## src/rtl/serial_encoder.sv

```systemverilog
// ============================================================================
// Module   : serial_encoder
// Purpose  : Captures a one-hot or multi-hot input vector and streams out the
//            binary index of every set bit, lowest index first. Each index is
//            presented as one beat with a valid/ready handshake.
// Revision : 1.0 - initial release
// ----------------------------------------------------------------------------
// Parameters
//   IN_WIDTH   width of the captured input vector
//   OUT_WIDTH  width of the binary index; IN_WIDTH must not exceed 2**OUT_WIDTH
// Ports
//   clk        rising-edge clock
//   reset      asynchronous active-high reset
//   in_valid   input vector offered
//   in_ready   block is idle and can accept a vector this cycle
//   in         vector to encode; bit i set means index i pending
//   out_valid  index beat offered
//   out_ready  consumer accepts the beat
//   out        binary index of the lowest pending bit
//   out_last   current beat is the final pending bit
//   onehot     captured vector had exactly one bit set
//   zero_err   one-cycle pulse after an all-zero vector was accepted
// ============================================================================
`default_nettype none

module serial_encoder #(
  parameter int IN_WIDTH  = 8,
  parameter int OUT_WIDTH = 3
) (
  input  logic                 clk,
  input  logic                 reset,
  input  logic                 in_valid,
  output logic                 in_ready,
  input  logic [IN_WIDTH-1:0]  in,
  output logic                 out_valid,
  input  logic                 out_ready,
  output logic [OUT_WIDTH-1:0] out,
  output logic                 out_last,
  output logic                 onehot,
  output logic                 zero_err
);

  // --------------------------------------------------------------------------
  // Elaboration-time parameter checks
  // --------------------------------------------------------------------------
  generate
    if (IN_WIDTH > (2 ** OUT_WIDTH)) begin : g_width_check
      $error("serial_encoder: IN_WIDTH exceeds the range of OUT_WIDTH");
    end
    if (IN_WIDTH < 1) begin : g_min_width_check
      $error("serial_encoder: IN_WIDTH must be at least 1");
    end
  endgenerate

  // --------------------------------------------------------------------------
  // Constants
  // --------------------------------------------------------------------------
  localparam logic [0:0]          c_idle = 1'b0;
  localparam logic [0:0]          c_busy = 1'b1;
  localparam logic [IN_WIDTH-1:0] c_one  = IN_WIDTH'(1);

  // --------------------------------------------------------------------------
  // Registered state
  // --------------------------------------------------------------------------
  logic [0:0]          r_state;
  logic [IN_WIDTH-1:0] r_mask;     // bits still waiting to be emitted
  logic                r_onehot;   // population of the captured vector was 1
  logic                r_zero_err; // all-zero vector accepted last cycle

  // --------------------------------------------------------------------------
  // Combinational helpers
  // --------------------------------------------------------------------------
  logic [0:0]           w_state_next;
  logic                 w_idle;
  logic                 w_busy;
  logic                 w_in_fire;
  logic                 w_out_fire;
  logic                 w_in_nonzero;
  logic                 w_in_single;
  logic                 w_mask_single;
  logic [IN_WIDTH-1:0]  w_mask_clear_low;
  logic [OUT_WIDTH-1:0] w_low_idx;

  assign w_idle = (r_state == c_idle);
  assign w_busy = (r_state == c_busy);

  // Both handshakes are qualified only by registered state, so neither
  // in_ready nor out_valid can depend combinationally on an input.
  assign w_in_fire  = in_valid  && w_idle;
  assign w_out_fire = out_ready && w_busy;

  // x & (x - 1) clears the lowest set bit; the result is zero exactly when
  // x has at most one bit set.
  assign w_in_nonzero     = (in != '0);
  assign w_in_single      = w_in_nonzero && ((in & (in - c_one)) == '0);
  assign w_mask_clear_low = r_mask & (r_mask - c_one);
  assign w_mask_single    = (r_mask != '0) && (w_mask_clear_low == '0);

  // Lowest-index priority encoder: scanning downward lets the lowest set
  // bit overwrite any higher match.
  always_comb begin
    w_low_idx = '0;
    for (int i = IN_WIDTH - 1; i >= 0; i--) begin
      if (r_mask[i]) begin
        w_low_idx = OUT_WIDTH'(i);
      end
    end
  end

  // --------------------------------------------------------------------------
  // FSM: state register
  // --------------------------------------------------------------------------
  always_ff @(posedge clk or posedge reset) begin
    if (reset) begin
      r_state <= c_idle;
    end else begin
      r_state <= w_state_next;
    end
  end

  // --------------------------------------------------------------------------
  // FSM: next-state logic
  // --------------------------------------------------------------------------
  always_comb begin
    w_state_next = r_state;
    case (r_state)
      c_idle: begin
        // An all-zero vector is consumed but produces no beats.
        if (w_in_fire && w_in_nonzero) begin
          w_state_next = c_busy;
        end
      end
      c_busy: begin
        if (w_out_fire && w_mask_single) begin
          w_state_next = c_idle;
        end
      end
      default: w_state_next = c_idle;
    endcase
  end

  // --------------------------------------------------------------------------
  // FSM: output logic (all terms come from registers)
  // --------------------------------------------------------------------------
  always_comb begin
    in_ready  = w_idle;
    out_valid = w_busy;
    out       = '0;
    out_last  = 1'b0;
    onehot    = 1'b0;
    zero_err  = r_zero_err;
    if (w_busy) begin
      out      = w_low_idx;
      out_last = w_mask_single;
      onehot   = r_onehot;
    end
  end

  // --------------------------------------------------------------------------
  // Datapath registers
  // --------------------------------------------------------------------------
  // Input capture happens only in IDLE and beat retirement only in BUSY, so
  // the two update branches are mutually exclusive. The mask cannot change
  // while a beat is stalled, which keeps out/out_last stable.
  always_ff @(posedge clk or posedge reset) begin
    if (reset) begin
      r_mask <= '0;
    end else if (w_in_fire) begin
      r_mask <= in;
    end else if (w_out_fire) begin
      r_mask <= w_mask_clear_low;
    end
  end

  always_ff @(posedge clk or posedge reset) begin
    if (reset) begin
      r_onehot <= 1'b0;
    end else if (w_in_fire && w_in_nonzero) begin
      r_onehot <= w_in_single;
    end
  end

  always_ff @(posedge clk or posedge reset) begin
    if (reset) begin
      r_zero_err <= 1'b0;
    end else begin
      r_zero_err <= w_in_fire && !w_in_nonzero;
    end
  end

endmodule

`default_nettype wire

```

## config.mk

```make
export PLATFORM = sky130hd
export DESIGN_NAME = serial_encoder
export DESIGN_NICKNAME = d
export VERILOG_FILES = /design/src/rtl/serial_encoder.sv
export SDC_FILE = /design/constraint.sdc
export NUM_CORES = 1
export LEC_CHECK = 0
export CORE_MARGIN = 3
export CORE_UTILIZATION = 32
export DETAILED_ROUTE_END_ITERATION = 6
export HOLD_SLACK_MARGIN = 0.12
export PLACE_DENSITY = 0.61
export SLEW_MARGIN = 20
export SYNTH_ARGS = -nofsm -noshare
export SYNTH_HDL_FRONTEND = slang
export SYNTH_SLANG_ARGS = --single-unit
```

## constraint.sdc

```tcl
create_clock -name clk -period 2 [get_ports clk]
set_input_delay 0.3 -clock clk [delete_from_list [all_inputs] [get_ports clk]]
set_output_delay 0.3 -clock clk [all_outputs]
set_load 0.05 [all_outputs]
```

==> run metrics, run 1 <==
Worst Slack Setup Final=-0.188 ns; status=finished with violations; synth-to-layout area growth=57.7%; I/O Buffers=19; R2R depth=5; detailed-route via count=771; Synth top cells by count=15 x o21ai_0, 11 x dfrtp_1, 10 x nand2_1, 6 x nor2_1; min Tclk post-route=2.19 ns; Multi-input gate area=480 sq um; fin nets=132; RSZ-0062 raised after global routing=true; Routed WL=1910 um; CTS hold repair buffers=0; Die Width=54.0 um; RePlAce Congestion=0.818; Hold Crit Class=primary input to async pin; gr ovfl total=0; DP Area=0.00109 sq mm; Setup crit end=out_last; startpoint class of the critical path=flip-flop; Seq/Total Area, Yosys=37.4%; dominant synthesized flop cell=dfrtp_1; vias in the first global route=700; drt via density=5.28; Filler cells=209; headroom to the max-slew limit=66.3%; Pins Over Slew Limit=0; Wirelength per Cell=13.1 um; largest net degree at the start of global routing=16; number of flops mapped to enable cells by yosys=0; Worst-path clk slew=0.07 ns; Slowest-stage cell, CP=or4_4; Post-Syn Area=736 sq um; DRT iter0 DRCs=22; FMAX=457 MHz; FF-to-FF setup slack=0.31 ns; deepest clock path buffer count=2; # DRC=0; HPWL Detailed=1440 um; endpoint class of the critical path=output pin; CP max stage delay=0.55 ns; share of cells above drive strength 1=29.4%; CTS tree=done; Metal-1 WL=856 um; Total GRT Usage=15.2%; Yosys cell types=33; R2R Path End=r_mask[7]; first-pass GRT wire length=3170 um; Die Ht=54.0 um; Synth top area share=37.4%; R2R Path Start=r_mask[2]; Worst EP arrival=1.89 ns; Avg Cell Area, Syn=8.46 sq um; # diodes=0; number of core rows=16; Async SR Flop Fraction=100%; worst vdd ir=1200 uV; Max Cap Violations=0; register area=278 sq um; Final Cell Area=0.00116 sq mm; Leak=0.000476 uW; synthesized flop and latch total=11; crit-path max FO=2; initial antenna violation count=0; met2 wire len=925 um; worst-path cell chain=or4_4 -> a2111oi_4 -> a31o_1 -> and3_4 -> buf_12; Clock Latency Late Sink=0.26 ns; drt pass-1 iters=4; cell with the most instances after synthesis=o21ai_0; CP startpoint=r_mask[1]; Starting Density=35.7%; Worst Hold Slack=0.327 ns; clk sinks=11; Setup Crit Path Kind=flip-flop to output pin; PwrDens=1800 mW/mm^2; final hold violation count=0; critical path required time=1.70 ns; failing checks=setup timing; Final setup viols=1; Post-Syn Instances=87; Cell Count Post-Placement=140; total number of yosys warnings=0; non-filler instance count after layout=146; area of the die=0.00291 sq mm; Layout Skew=0.00126 ns; Synth Net Count=99; cell chosen for the clock root=clkbuf_4; worst slew pin tran=0.504 ns; Num CTS Buffers=3; area leader, netlist=dfrtp_1; pre-CTS WS=0.0885 ns; top layer in use=met4; Final ANT Viol Nets=0; met3 wire length=105 um; H-tree depth=1; # IOs=20; Final Cycle Share=109%; Area contributors post-synth=dfrtp_1 37%, o21ai_0 10%, nand2_1 5.1%; Core Area=0.00206 sq mm
==> power breakdown <==
part	switching, uW	internal (uW)
Combinational	813	718
Clock	75.5	77.1
Sequential	102	307
Total	991	1100
==> layout by cell type (no fill, tap or decap), drive strengths merged, types with 2 or more instances in the layout <==
cell           instances
buf                   19
nor4                   3
a2111oi                2
clkdlybuf4s50         13
nand2                 10
clkbuf                 4
dfrtp                 11
o21ai                 15
nand2b                 2
inv                    5
a22o                   2
o31ai                  3
a21oi                  5
and3                   2
nor2                   6
==> what timing repair did <==
action,in CTS,in global routing
resized for setup,3,3
setup endpoints to repair,2,3
pin swaps,2,1
setup buffers,2,0
==> registers in the layout (all words and copies together) (netlist names) <==
name       cells
out_valid      1
r_mask         8
r_onehot       1
zero_err       1
==> per-layer routing <==
layer,global-route usage (%),up-vias
met5,0,-
met4,6.38,0
met3,3.05,2
met2,23.8,26
met1,20.0,350
li1,-,393
==> final cells by class <==
cell class | count | area share, %
clock buffer | 4 | 2.27
inverter | 5 | 1.62
multi-input combinational | 67 | 41.4
sequential | 11 | 23.9
tap | 27 | 2.91
timing repair buffer | 32 | 27.8
==> worst max-delay path: cells and delay by family (launching register included) <==
family / cells / cell delay [ns]
and+or+nand+nor: 2 / 0.75
DFF: 1 / 0.38
AOI/OAI and AO/OA: 2 / 0.36
buffers and inverters: 1 / 0.13
==> kinds of logic after synthesis <==
family,after synthesis,synth area share [%]
buffers and inverters,9,5.78
muxes,2,2.89
DFF,11,37.4
adders and majority gates,1,1.36
and+or+nand+nor,30,20.7
AOI/OAI and AO/OA,34,31.8
==> worst min path at each step <==
stage | start | endpoint | slack (ns) | depth (start not counted)
final | reset | zero_err | 0.33 | 2
after detailed placement | r_onehot | r_onehot | 0.49 | 1
after floorplan | reset | r_mask[0] | 0.15 | 1
after global placement | r_onehot | r_onehot | 0.48 | 1
after global routing | reset | r_onehot | 0.35 | 2
after CTS | reset | r_onehot | 0.35 | 2
==> metrics by stage <==
step / power [uW] / setup TNS, ns / util [%]
after floorplan: 1290 / -0.116 / -
after global placement: 1790 / 0 / 52.7
after detailed placement: 1800 / 0 / 52.7
after CTS: 2040 / -0.174 / 55.4
after global routing: 2220 / -0.282 / 56.3
final: 2090 / -0.188 / 56.3
Note: power is estimated with default switching activity, not from simulation.
==> run 2: changes to the inputs <==
--- a/config.mk
+++ b/config.mk
@@ -5,11 +5,14 @@
 export SDC_FILE = /design/constraint.sdc
 export NUM_CORES = 1
 export LEC_CHECK = 0
+export CELL_PAD_IN_SITES_DETAIL_PLACEMENT = 0
+export CELL_PAD_IN_SITES_GLOBAL_PLACEMENT = 1
 export CORE_MARGIN = 3
 export CORE_UTILIZATION = 32
 export DETAILED_ROUTE_END_ITERATION = 6
+export GPL_ROUTABILITY_DRIVEN = 0
 export HOLD_SLACK_MARGIN = 0.12
-export PLACE_DENSITY = 0.61
+export PLACE_DENSITY = 0.77
 export SLEW_MARGIN = 20
 export SYNTH_ARGS = -nofsm -noshare
 export SYNTH_HDL_FRONTEND = slang
==> run 2 against run 1 <==
Effect of this change: the flow still finishes with violations (setup timing); first-iteration DRC count is 4.5% lower; sequential share of layout area decreased by 1.2 points; setup slack lost 0.017 ns; final area is 5.4% higher; global-route usage did not move; routed wire length is 4.4% higher; clock power hardly changed; largest cell class unchanged.
==> run metrics, run 2 (synthesized netlist as in run 1, its figures left out) <==
Core Area=0.00206 sq mm (unchanged); first-pass GRT wire length=3120 um (-1.5%); Starting Density=35.7% (unchanged); Worst-path clk slew=0.07 ns (about the same); Clock Latency Late Sink=0.27 ns (about the same); worst-path cell chain=or4_4 -> a2111oi_4 -> a31o_1 -> and3_4 -> buf_12; overall power=2180 uW (+4.4%); headroom to the max-slew limit=67.2% (+0.92 points); DRT iter0 DRCs=21 (-4.5%); R2R Path End=r_mask[3]; Die Width=54.0 um (unchanged); commonest non-fill, non-tap cell in the layout=buf_4; CP max stage delay=0.55 ns (about the same); status=finished with violations; Sequential Power Share=18.8% (-0.8 points); R2R depth=7 (+2); H-tree depth=1 (unchanged); Power Internal=1160 uW (+5.6%); deepest clock path buffer count=2 (unchanged); Final setup viols=3 (+2); Wirelength per Cell=13.1 um (+0.28%); Setup Crit Path Kind=flip-flop to output pin; worst slew pin tran=0.491 ns (-0.0138 ns); top layer in use=met4; Worst Slack Setup Final=-0.205 ns (-0.0169 ns); synth-to-layout area growth=66.2%; Leak=0.000511 uW (+7.4%); commonest non-fill, non-tap cells in the layout=19 x buf_4, 15 x o21ai_0, 13 x clkdlybuf4s50_1; Final Cycle Share=110% (+0.85 points); worst vdd ir=891 uV (-26%); vias in the first global route=687 (-1.9%); FF-to-FF setup slack=0.22 ns (-0.09 ns); Total GRT Usage=15.2% (unchanged); min Tclk post-route=2.21 ns (+0.0170 ns); initial antenna violation count=0 (unchanged); detailed-route via count=768 (-0.39%); DP Area=0.00112 sq mm (+2.8%); clk sinks=11 (unchanged); area of the die=0.00291 sq mm (unchanged); total negative setup slack=-0.383 ns (-0.195 ns); number of core rows=16 (unchanged); max FFs per register=8 (unchanged); drt via density=5.05 (-4.3%); I/O Buffers=19 (unchanged); met3 wire length=74 um (-30%); Layout Skew=0.00121 ns (-0.0000490 ns); share of cells above drive strength 1=34.4% (+5.0 points); logic gate share of total power=74.1% (+1.0 points); PwrDens=1790 mW/mm^2 (-0.93%); CP top delay family=simple AND/OR/NAND/NOR gates; number of buffers and inverters on the critical path=1 (unchanged); largest net degree at the start of global routing=16 (unchanged); Max Cap Violations=0 (unchanged); Num CTS Buffers=3 (unchanged); failing checks=setup timing; Sw Share=46.7% (-0.62 points); CTS tree=done; Routed WL=1990 um (+4.4%); startpoint class of the critical path=flip-flop; Worst EP arrival=1.91 ns (+0.02 ns); endpoint class of the critical path=output pin; cell chosen for the clock root=clkbuf_4; RSZ-0062 raised after global routing=true; HPWL Detailed=1520 um (+5.5%); Hold Crit Class=primary input to async pin; Switch Pwr=1020 uW (+3.0%); Final Cell Area=0.00122 sq mm (+5.4%); # diodes=0 (unchanged); R2R Path Start=r_mask[1]; largest reg by FF count=r_mask; drt pass-1 iters=4 (unchanged); Clk pwr share=7.1% (-0.2 points); critical path required time=1.70 ns (about the same); # DRC=0 (unchanged); fin nets=138 (+4.5%); met2 wire len=1040 um (+12%); final hold violation count=0 (unchanged); Slowest-stage cell, CP=or4_4; Pins Over Slew Limit=0 (unchanged); Metal-1 WL=846 um (-1.2%); FMAX=453 MHz (-0.77%); crit-path max FO=2 (unchanged); gr ovfl total=0 (unchanged); Final ANT Viol Nets=0 (unchanged); Die Ht=54.0 um (unchanged); # IOs=20 (unchanged)
[run 2: changes by cell type in the layout (fill, tap and decap cells not counted), sizes merged]
cell	before	now
buf	19	24
clkbuf	4	5
[run 2: layer usage]
metal	vias up	global-route usage, %
met4	0	10.2
met3	3	0.831
met1	345	18.0
met5	-	0
met2	20	26.0
li1	400	-
[run 2: cell type report]
| cell class | instances | area [sq um] |
|---|---|---|
| repair buffers | 38 | 380 |
| clock buffers | 4 | 26.3 |
| fillers | 193 | 840 |
| well taps | 27 | 33.8 |
| multi-input cells | 67 | 485 |
| flip-flops and latches | 11 | 278 |
| inverters | 5 | 18.8 |
[run 2: through the flow]
step | setup WS (ns) | instances | hold slack [ns] | utilization [%]
CTS | -0.207 | 149 | 0.329 | 56.5
floorplan | -0.116 | 87 | 0.152 | -
finish | -0.205 | 152 | 0.313 | 59.3
global placement | 0.0898 | 144 | 0.486 | 54.1
global route | -0.266 | 152 | 0.360 | 59.3
detailed placement | 0.0731 | 144 | 0.493 | 54.1
[run 2: power groups by stage]
stage | logic [uW] | clock network (uW) | registers (uW)
after floorplan | 862 | 0 | 430
after global placement | 1410 | 0 | 403
after detailed placement | 1430 | 0 | 407
after CTS | 1490 | 159 | 403
after global routing | 1720 | 170 | 429
final | 1620 | 155 | 411
[run 2: how the worst max path moves through the flow]
stage	cells past startpoint	slack, ns	from	to
global route	5	-0.27	r_mask[2]	out_last
global placement	5	0.09	in[4]	r_onehot
floorplan	3	-0.12	out_valid	out[2]
finish	5	-0.21	r_mask[1]	out_last
detailed placement	5	0.07	r_mask[0]	out_last
CTS	5	-0.21	r_mask[2]	out_last
[run 2: worst reg2reg max path, stage by stage, from the launching register on]
cell and delay (ns):
dfrtp_1 0.39, buf_4 0.14, buf_6 0.12, or3b_4 0.40, buf_6 0.14, or2_0 0.21
o21ai_0 0.17, o21ai_0 0.09
[run 2: timing repair]
| item | in CTS | in global routing |
|---|---|---|
| gates resized for setup | 3 | 9 |
| pin swaps | 2 | 1 |
| endpoints found under the setup margin | 2 | 4 |
| buffers inserted | 1 | 3 |
| gates cloned | 0 | 0 |
| hold buffers | 0 | 0 |
==> run 3: changes to the inputs <==
--- a/config.mk
+++ b/config.mk
@@ -13,6 +13,7 @@
 export GPL_ROUTABILITY_DRIVEN = 0
 export HOLD_SLACK_MARGIN = 0.12
 export PLACE_DENSITY = 0.77
+export REMOVE_ABC_BUFFERS = 1
 export SLEW_MARGIN = 20
 export SYNTH_ARGS = -nofsm -noshare
 export SYNTH_HDL_FRONTEND = slang
==> run 3 against run 2 <==
Effect of this change: the flow still finishes with violations (setup timing); global-route usage shrank 0.73 points; cell count fell by 2.6%; critical path depth unchanged; maximum frequency decreased by 0.78%; die area stayed put; worst hold slack better by 0.010 ns; utilization shrank 4.7 points; final area down 7.9%; setup slack got worse by 0.017 ns; critical path type unchanged; highest routed layer unchanged.
==> run metrics, run 3 (synthesized netlist as in run 1, its figures left out) <==
status=finished with violations; failing checks=setup timing; endpoint class of the critical path=output pin; CP top delay family=simple AND/OR/NAND/NOR gates; Final Cycle Share=111% (+0.87 points); deepest clock path buffer count=2 (unchanged); CTS tree=done; # diodes=0 (unchanged); Die Ht=54.0 um (unchanged); FMAX=450 MHz (-0.78%); Worst EP arrival=1.92 ns (about the same); Final Cell Area=0.00113 sq mm (-7.9%); gr ovfl total=0 (unchanged); Leak=0.000480 uW (-6.0%); Pins Over Slew Limit=0 (unchanged); Total GRT Usage=14.4% (-0.73 points); overall power=1990 uW (-8.8%); Worst Slack Setup Final=-0.223 ns (-0.0174 ns); pre-CTS WS=0.0423 ns (-0.0308 ns); number of core rows=16 (unchanged); DP Area=0.00107 sq mm (-4.5%); Layout Skew=0.00275 ns (+0.00154 ns); H-tree depth=1 (unchanged); area of the die=0.00291 sq mm (unchanged); Routed WL=1830 um (-8.0%); first-pass GRT wire length=3020 um (-3.3%); CP max stage delay=0.56 ns (about the same); clk sinks=11 (unchanged); worst vdd ir=848 uV (-4.8%); worst slew pin tran=0.493 ns (+0.00207 ns); drt via density=5.00 (-1.0%); number of buffers and inverters on the critical path=1 (unchanged); PwrDens=1770 mW/mm^2 (-0.99%); RSZ-0062 raised after global routing=true; I/O Buffers=19 (unchanged); Core Area=0.00206 sq mm (unchanged); initial antenna violation count=0 (unchanged); Clock Latency Late Sink=0.26 ns (about the same); critical path required time=1.70 ns (about the same); HPWL Detailed=1450 um (-4.7%); Wirelength per Cell=12.4 um (-5.6%); Slowest-stage cell, CP=or4_4; drt pass-1 iters=2 (-2); vias in the first global route=682 (-0.73%); Filler cells=202 (+4.7%); largest reg by FF count=r_mask; crit-path max FO=2 (unchanged); # DRC=0 (unchanged); fin nets=134 (-2.9%); Worst-path clk slew=0.07 ns (about the same); FF-to-FF setup slack=0.22 ns (about the same); headroom to the max-slew limit=67.1% (-0.14 points); min Tclk post-route=2.22 ns (+0.0174 ns); synth-to-layout area growth=53.1%; commonest non-fill, non-tap cell in the layout=buf_4; Num CTS Buffers=3 (unchanged); final hold violation count=0 (unchanged); detailed-route via count=740 (-3.6%); CTS hold repair buffers=0 (unchanged); Die Width=54.0 um (unchanged); Final ANT Viol Nets=0 (unchanged); Starting Density=35.7% (unchanged); Post-Route Utilization=54.6% (-4.7 points); Setup Crit Path Kind=flip-flop to output pin; # IOs=20 (unchanged); Max Cap Violations=0 (unchanged); share of cells above drive strength 1=27.3% (-7.1 points); Hold Crit Class=primary input to async pin; cell chosen for the clock root=clkbuf_4; startpoint class of the critical path=flip-flop; DRT iter0 DRCs=7 (-67%); largest net degree at the start of global routing=16 (unchanged); max FFs per register=8 (unchanged); worst-path cell chain=or4_4 -> a2111oi_4 -> a31o_1 -> and3_4 -> buf_12; Final setup viols=2 (-1); commonest non-fill, non-tap cells in the layout=18 x buf_4, 14 x o21ai_0, 12 x clkdlybuf4s50_1
## run 3: cell count changes in the layout (fill, tap and decap cells not counted), sizes merged
cell	previous run	this run
buf	24	22
clkbuf	5	4
clkdlybuf4s50	13	12
## run 3: per-stage QoR
stage	setup TNS, ns	hold slack, ns	instances
floorplan	-3.10	0.152	83
global placement	0	0.482	142
detailed placement	0	0.489	142
CTS	-0.405	0.338	147
global route	-0.536	0.366	148
finish	-0.406	0.323	148
## run 3: what timing repair did
| item | in CTS | in global routing |
|---|---|---|
| endpoints found under the setup margin | 3 | 4 |
| buffers inserted | 1 | 1 |
| pin swaps | 0 | 1 |
| hold endpoints to repair | 0 | 0 |
| resized for setup | 3 | 3 |
## run 3: final timing paths
check,endpoint,cells after the start,startpoint
worst max-delay path,out_last,5,r_mask[1]
worst min-delay path,r_mask[1],2,reset
worst max register to register,out_valid,7,r_mask[1]
worst min register to register,r_onehot,1,r_onehot
max in group asynchronous,zero_err,2,reset
min in group clk,r_onehot,1,r_onehot
## run 3: layout make-up
type	count	area (sq um)	area share, %
well taps	27	33.8	3.00
flip-flops and latches	11	275	24.4
clock buffers	4	26.3	2.33
multi-input cells	67	437	38.8
inverters	5	18.8	1.67
repair buffers	34	335	29.8
## run 3: power by group
group	switching (uW)	internal, uW	leakage (uW)
Clock	68.4	77.0	0.0000150
Sequential	80.6	304	0.000142
Combinational	776	687	0.000323
Total	925	1070	0.000480
## run 3: layer usage
layer  track usage, %  wire, um  share of wire (%)
met1             18.6       853                 47
met2             24.0       890                 49
met5                0         0                  0
met3             1.66        74                4.0
met4             6.38        13               0.71
